## src/rtl/hazard_pkg.sv

```systemverilog
// ----------------------------------------------------------------------------
// hazard_pkg
//   Shared types and constants for the RV32 hazard unit.
//   REG_AW     : default register-number width (32 architectural registers).
//   fwd_sel_e  : EX operand source select driven by the forwarding logic.
// ----------------------------------------------------------------------------
package hazard_pkg;

    localparam int REG_AW = 5;

    typedef enum logic [1:0] {
        FWD_RF  = 2'b00,
        FWD_WB  = 2'b01,
        FWD_MEM = 2'b10
    } fwd_sel_e;

endpackage

```

## src/rtl/hz_scoreboard.sv

```systemverilog
// ----------------------------------------------------------------------------
// hz_scoreboard
//   Per-register pending bits for long-latency writers (variable-latency loads,
//   MUL/DIV) plus the count of outstanding writes.
// Ports
//   clk, rst_n          clock, asynchronous active-low reset
//   rs1n_id, rs2n_id    ID source registers (RAW check)
//   rdn_ex              EX destination (WAW check / entry to set)
//   issue_long_ex       EX dispatches to a long-latency unit this cycle
//   redirect_ex         EX mispredict; the EX instruction is squashed
//   long_done(_rd)      long-latency result written back this cycle
//   sb_raw              an ID source is still pending
//   sb_waw              EX issue targets a register that is still pending
//   sb_full             EX issue while MAX_PEND writes are already outstanding
//   pend_cnt            number of outstanding long-latency writes
// ----------------------------------------------------------------------------
module hz_scoreboard #(
    parameter int REG_AW   = 5,
    parameter int MAX_PEND = 4
) (
    input  logic                            clk,
    input  logic                            rst_n,
    input  logic [REG_AW-1:0]               rs1n_id,
    input  logic [REG_AW-1:0]               rs2n_id,
    input  logic [REG_AW-1:0]               rdn_ex,
    input  logic                            issue_long_ex,
    input  logic                            redirect_ex,
    input  logic                            long_done,
    input  logic [REG_AW-1:0]               long_done_rd,
    output logic                            sb_raw,
    output logic                            sb_waw,
    output logic                            sb_full,
    output logic [$clog2(MAX_PEND+1)-1:0]   pend_cnt
);

    localparam int NREG = 2 ** REG_AW;
    localparam int PW   = $clog2(MAX_PEND + 1);

    logic [NREG-1:0] sb;
    logic            set_en;
    logic            clr_en;

    // x0 is never set, but the explicit masks keep the checks independent of that.
    assign sb_raw  = ((rs1n_id != '0) && sb[rs1n_id]) || ((rs2n_id != '0) && sb[rs2n_id]);
    assign sb_waw  = issue_long_ex && (rdn_ex != '0) && sb[rdn_ex];
    assign sb_full = issue_long_ex && (pend_cnt == PW'(MAX_PEND));

    assign set_en = issue_long_ex && (rdn_ex != '0) && !sb_waw && !sb_full && !redirect_ex;
    // A completion for a register that is not pending is ignored so the count
    // can never underflow.
    assign clr_en = long_done && (long_done_rd != '0) && sb[long_done_rd];

    always_ff @(posedge clk or negedge rst_n) begin
        if (!rst_n) begin
            sb       <= '0;
            pend_cnt <= '0;
        end else begin
            // Set and clear of the same entry cannot coincide: that case is a WAW stall.
            if (clr_en) sb[long_done_rd] <= 1'b0;
            if (set_en) sb[rdn_ex]       <= 1'b1;
            if (set_en && !clr_en)      pend_cnt <= pend_cnt + PW'(1);
            else if (clr_en && !set_en) pend_cnt <= pend_cnt - PW'(1);
        end
    end

endmodule

```

## src/rtl/hazard_scoreboard.sv

```systemverilog
// ----------------------------------------------------------------------------
// hazard_scoreboard
//   Hazard unit for the 5-stage RV32 pipeline: EX operand forwarding from
//   MEM/WB, load-use and long-latency scoreboard stalls, branch-redirect
//   flushes, and saturating performance counters.
// Ports
//   rs1n_ex, rs2n_ex            EX sources       -> fwd_src1_ex, fwd_src2_ex
//   rdn_mem/wb, regwrite_mem/wb MEM / WB writers (forwarding candidates)
//   rs1n_id, rs2n_id, rdn_ex,
//   memtoreg_ex, issue_long_ex  hazard detection inputs
//   long_done, long_done_rd     long-latency writeback
//   redirect_ex                 mispredict resolved in EX (wins over stalls)
//   stall_if, stall_id          hold PC and IF/ID
//   flush_id, flush_ex          bubble IF/ID resp. ID/EX
//   pend_cnt                    outstanding long-latency writes
//   stall_cycles, flush_events  saturating performance counters
// ----------------------------------------------------------------------------
module hazard_scoreboard #(
    parameter int REG_AW   = hazard_pkg::REG_AW,
    parameter int MAX_PEND = 4,
    parameter int CNT_W    = 32
) (
    input  logic                            clk,
    input  logic                            rst_n,
    input  logic [REG_AW-1:0]               rs1n_ex,
    input  logic [REG_AW-1:0]               rs2n_ex,
    input  logic [REG_AW-1:0]               rdn_mem,
    input  logic [REG_AW-1:0]               rdn_wb,
    input  logic                            regwrite_mem,
    input  logic                            regwrite_wb,
    input  logic [REG_AW-1:0]               rs1n_id,
    input  logic [REG_AW-1:0]               rs2n_id,
    input  logic [REG_AW-1:0]               rdn_ex,
    input  logic                            memtoreg_ex,
    input  logic                            issue_long_ex,
    input  logic                            long_done,
    input  logic [REG_AW-1:0]               long_done_rd,
    input  logic                            redirect_ex,
    output logic [1:0]                      fwd_src1_ex,
    output logic [1:0]                      fwd_src2_ex,
    output logic                            stall_if,
    output logic                            stall_id,
    output logic                            flush_id,
    output logic                            flush_ex,
    output logic [$clog2(MAX_PEND+1)-1:0]   pend_cnt,
    output logic [CNT_W-1:0]                stall_cycles,
    output logic [CNT_W-1:0]                flush_events
);

    import hazard_pkg::*;

    logic sb_raw;
    logic sb_waw;
    logic sb_full;
    logic load_use;
    logic stall;

    // MEM holds the younger result, so it wins over WB.
    function automatic fwd_sel_e fwd_pick(input logic [REG_AW-1:0] src,
                                          input logic [REG_AW-1:0] rd_mem,
                                          input logic              wr_mem,
                                          input logic [REG_AW-1:0] rd_wb,
                                          input logic              wr_wb);
        if (src == '0)                  return FWD_RF;
        else if (wr_mem && src == rd_mem) return FWD_MEM;
        else if (wr_wb && src == rd_wb)   return FWD_WB;
        else                            return FWD_RF;
    endfunction

    always_comb begin
        fwd_src1_ex = fwd_pick(rs1n_ex, rdn_mem, regwrite_mem, rdn_wb, regwrite_wb);
        fwd_src2_ex = fwd_pick(rs2n_ex, rdn_mem, regwrite_mem, rdn_wb, regwrite_wb);
    end

    hz_scoreboard #(
        .REG_AW   (REG_AW),
        .MAX_PEND (MAX_PEND)
    ) u_sb (
        .clk           (clk),
        .rst_n         (rst_n),
        .rs1n_id       (rs1n_id),
        .rs2n_id       (rs2n_id),
        .rdn_ex        (rdn_ex),
        .issue_long_ex (issue_long_ex),
        .redirect_ex   (redirect_ex),
        .long_done     (long_done),
        .long_done_rd  (long_done_rd),
        .sb_raw        (sb_raw),
        .sb_waw        (sb_waw),
        .sb_full       (sb_full),
        .pend_cnt      (pend_cnt)
    );

    assign load_use = memtoreg_ex && (rdn_ex != '0) &&
                      ((rs1n_id == rdn_ex) || (rs2n_id == rdn_ex));
    assign stall    = load_use || sb_raw || sb_waw || sb_full;

    // A redirect squashes both younger stages, so any pending stall is moot.
    always_comb begin
        stall_if = 1'b0;
        stall_id = 1'b0;
        flush_id = 1'b0;
        flush_ex = 1'b0;
        if (redirect_ex) begin
            flush_id = 1'b1;
            flush_ex = 1'b1;
        end else begin
            stall_if = stall;
            stall_id = stall;
            flush_ex = stall;
        end
    end

    always_ff @(posedge clk or negedge rst_n) begin
        if (!rst_n) begin
            stall_cycles <= '0;
            flush_events <= '0;
        end else begin
            if (stall_id && (stall_cycles != '1))
                stall_cycles <= stall_cycles + CNT_W'(1);
            if (redirect_ex && (flush_events != '1))
                flush_events <= flush_events + CNT_W'(1);
        end
    end

endmodule

```

## config.mk

```make
export PLATFORM = sky130hd
export DESIGN_NAME = hazard_scoreboard
export DESIGN_NICKNAME = d
export VERILOG_FILES = /design/src/rtl/hazard_pkg.sv /design/src/rtl/hz_scoreboard.sv /design/src/rtl/hazard_scoreboard.sv
export SDC_FILE = /design/constraint.sdc
export NUM_CORES = 1
export LEC_CHECK = 0
export ABC_AREA = 1
export ABC_CLOCK_PERIOD_IN_PS = 2200
export BUFFER_PORTS_ARGS = -buffer_cell sky130_fd_sc_hd__buf_2
export CAP_MARGIN = 20
export CORE_AREA = 3 3 127 142
export DETAILED_ROUTE_END_ITERATION = 10
export DIE_AREA = 0 0 130 145
export PLACE_DENSITY_LB_ADDON = 0.25
export SLEW_MARGIN = 5
export SYNTH_ARGS = -nofsm -noshare
export SYNTH_HDL_FRONTEND = slang
export SYNTH_SLANG_ARGS = --single-unit
export TNS_END_PERCENT = 5
```

## constraint.sdc

```tcl
create_clock -name clk -period 2.2 [get_ports clk]
set_input_delay 0.11 -clock clk [delete_from_list [all_inputs] [get_ports clk]]
set_output_delay 0.11 -clock clk [all_outputs]
set_load 0.03 [all_outputs]
```

==> impl_metrics.tcl <==
set metrics [dict create \
    ys_seq_area_share_pct 33.1 \
    synth_flop_cell "dfrtp_1" \
    clk_pin_slew_ps 70 \
    avgViaCountPerCell 5.35 \
    remaining_drc_errors 0 \
    p_int_mw 3.99 \
    fp.dieArea_sq_mm 0.0189 \
    wl_per_cell_um 15.7 \
    critPathMaxStageDelay_ps 410 \
    drtIter0Drc 596 \
    grt_util_all_layers_pct 26.8 \
    cp_cell_sequence "nand2_1 -> nand2_1 -> nand2_1 -> nand2_1 -> nand2_1 -> nand2_2 -> nor2_4 -> nand2_4 -> nor4_4 -> ha_2 -> inv_2 -> fa_2 -> mux2_4" \
    slowest_stage "dfrtp_1" \
    endpoint_kind "flip-flop" \
    antenna_found_initial 0 \
    antenna_left 0 \
    finClkSkew_ps 7.53 \
    syn_area_sq_mm 0.00748 \
    netlist_top_cells_count "nand2_1 (413), inv_1 (118), nand3_1 (103)" \
    grt_remaining_overflow 0 \
    outcome "complete, but fails checks" \
    crit_fanout 3 \
    drive_above_1_share_pct 22.0 \
    r2r_slack_ps -20 \
    seqCellArea_sq_mm 0.00248 \
    r2r_start "u_sb.sb[15]$_DFF_PN0_" \
    seqPwrFrac_pct 36.4 \
    gp_congestion 0.969 \
    reg2reg_depth 13 \
    initial_utilization_pct 44.4 \
    grt_start_max_net_pins 39 \
    arrival_ps 2460 \
    critPathKind "reg -> reg" \
    dp_hpwl_mm 18.8 \
    clock_latency_ps 350 \
    synth_most_common_cell "nand2_1" \
    cts_tree "built" \
    htreeDepth 3 \
    violations "negative setup slack" \
    multi_input_area_sq_mm 0.00440 \
    period_minus_slack_ps 2220 \
    yosys-top-cells-area "dfrtp_1 (33%), nand2_1 (21%), nand3_1 (6.9%), inv_1 (5.9%), xor2_1 (5.2%)" \
    worst_pin_slew_ps 865 \
    peakVddDrop_mv 0.463 \
    required_ps 2440 \
    cts_buffers 9 \
    powerDensity_mw_per_mm2 692 \
    io_buffers 122 \
    rsz0062_at_grt "yes" \
    synth_largest_area_cell "dfrtp_1" \
    syn_nets 1196 \
    setup_violations 2 \
    fin_crit_sh_pct 101 \
    wl_mm 24.5 \
    p_leak_nw 4.90 \
    swShare_pct 38.9 \
    fin_tns_setup_ps -18.6 \
    clockBufferDepth 2 \
    worst_hold_slack_ps 191 \
    slew_headroom_pct 42.1 \
    die_w_um 130 \
    avgSynthCellArea_sq_um 6.54 \
    ys_async_sr_fraction_pct 100 \
    cp_common_cell "nand2_1" \
    synth-edff-count 0 \
    pwr-share-clk_pct 24.9 \
    grt_pass1_wl_mm 41.0 \
    area_delta_synth_final_pct 26.3 \
    min_path_type "in -> async" \
    cap_violations 0 \
    grt_pass1_vias 8203 \
    boundaryPins 123 \
    n_fill_cell 1678 \
    yosysWarnings 0 \
    pwr-share-comb_pct 38.6 \
    final_util_pct 56.1 \
    finalHoldViolations 0 \
    netSwitchingPower_mw 2.54 \
    core.rowCount 50 \
    drv_slew 0 \
    final_cells 1565 \
    core-area_sq_mm 0.0168 \
    die_h_um 145 \
    rr_endpoint "u_sb.pend_cnt[1]$_DFFE_PN0P_" \
    antennaDiodeCount 0 \
    start_kind "flip-flop" \
    cts_root_buf "clkbuf_16" \
    via_count 8378 \
    setup_slack_ps -15.9 \
    cts_sinks 99 \
    fmax_ghz 0.451 \
    syn-instance-count 1144 \
    nNetsFinal 1404 \
    yosys.cell_types.count 37 \
    yosys.area.top_type_share_pct 33.1 \
    synth-seq-cells 99 \
    drtPass1Iterations 5 \
    dp.cells 1535 \
]
per-layer routing:
layer	up-vias	global-route usage [%]	wire (um)
met2	281	44.0	12100
met3	60	4.09	1200
li1	4138	-	-
met4	0	11.5	924
met1	3899	34.9	10300
met5	-	0	0
placed cells by master (no fill, tap or decap), drive strengths merged, types with 3 or more instances in the layout:
cell    instances
nand2         414
inv           124
buf           237
clkinv          5
a21oi           5
ha              3
nand3         105
dfrtp          99
clkbuf         10
o21ai          58
o22ai          11
a31oi           3
nor4           13
nand4          60
xnor2          24
nor3           43
xor2           44
o211ai          8
nor2           82
layout make-up:
class	instances	share of cell area, %
multi-input combinational	879	46.6
sequential	99	26.2
timing repair buffer	238	16.2
inverter	125	4.97
tap	208	2.76
clock buffer	10	2.53
clock inverter	6	0.689
cells by family after synthesis:
group,after synthesis,synth area share (%)
simple gates,719,42.3
buf+inv,166,9.15
flops,99,33.1
compound gates,87,6.56
xor+xnor,68,7.97
fa+ha+maj,4,0.770
mux,1,0.151
worst max-delay path, delay by kind of cell (launching register included):
family        cells  cell delay [ps]
fa+ha+maj         2              630
simple gates      9              750
mux               1              270
flops             1              410
buf+inv           1               40
worst max-delay path by stage:
stage | start | end | slack (ps) | depth (start not counted)
CTS | u_sb.sb[26]$_DFF_PN0_ | u_sb.pend_cnt[1]$_DFFE_PN0P_ | -140 | 13
global placement | rdn_ex[0] | u_sb.pend_cnt[2]$_DFFE_PN0P_ | -170 | 17
global route | u_sb.sb[15]$_DFF_PN0_ | u_sb.pend_cnt[2]$_DFFE_PN0P_ | -150 | 15
detailed placement | long_done_rd[0] | u_sb.pend_cnt[2]$_DFFE_PN0P_ | -210 | 15
floorplan | rdn_ex[0] | u_sb.pend_cnt[2]$_DFFE_PN0P_ | -170 | 18
finish | u_sb.sb[15]$_DFF_PN0_ | u_sb.pend_cnt[1]$_DFFE_PN0P_ | -20 | 13
state kept, by name (all words and copies together) (netlist names):
name	cells
stall_cycles	32
flush_events	32
u_sb.sb	32
u_sb.pend_cnt	3
what timing repair did:
action,4_1_cts,5_1_grt
cloned,0,0
hold buffers,1,0
gates resized for setup,18,25
setup buffers,7,6
pin swaps,6,11
endpoints found under the setup margin,2,48
endpoints found under the hold margin,57,0
power by group through the flow:
stage               Sequential [mW]  Combinational [mW]  Clock, mW
global placement               2.41                2.31          0
global route                   2.43                2.79       1.76
floorplan                      2.63                1.12          0
CTS                            2.38                2.42       1.66
finish                         2.38                2.52       1.63
detailed placement             2.42                2.33          0
per-stage QoR:
| step | worst slack [ps] | cell area (sq um) | total power [mW] |
|---|---|---|---|
| finish | -15.9 | 9440 | 6.53 |
| global route | -152 | 9440 | 6.98 |
| CTS | -144 | 9320 | 6.47 |
| detailed placement | -211 | 8930 | 4.74 |
| global placement | -167 | 8930 | 4.72 |
| floorplan | -167 | 7480 | 3.76 |
Power figures use the tool's default switching activity.
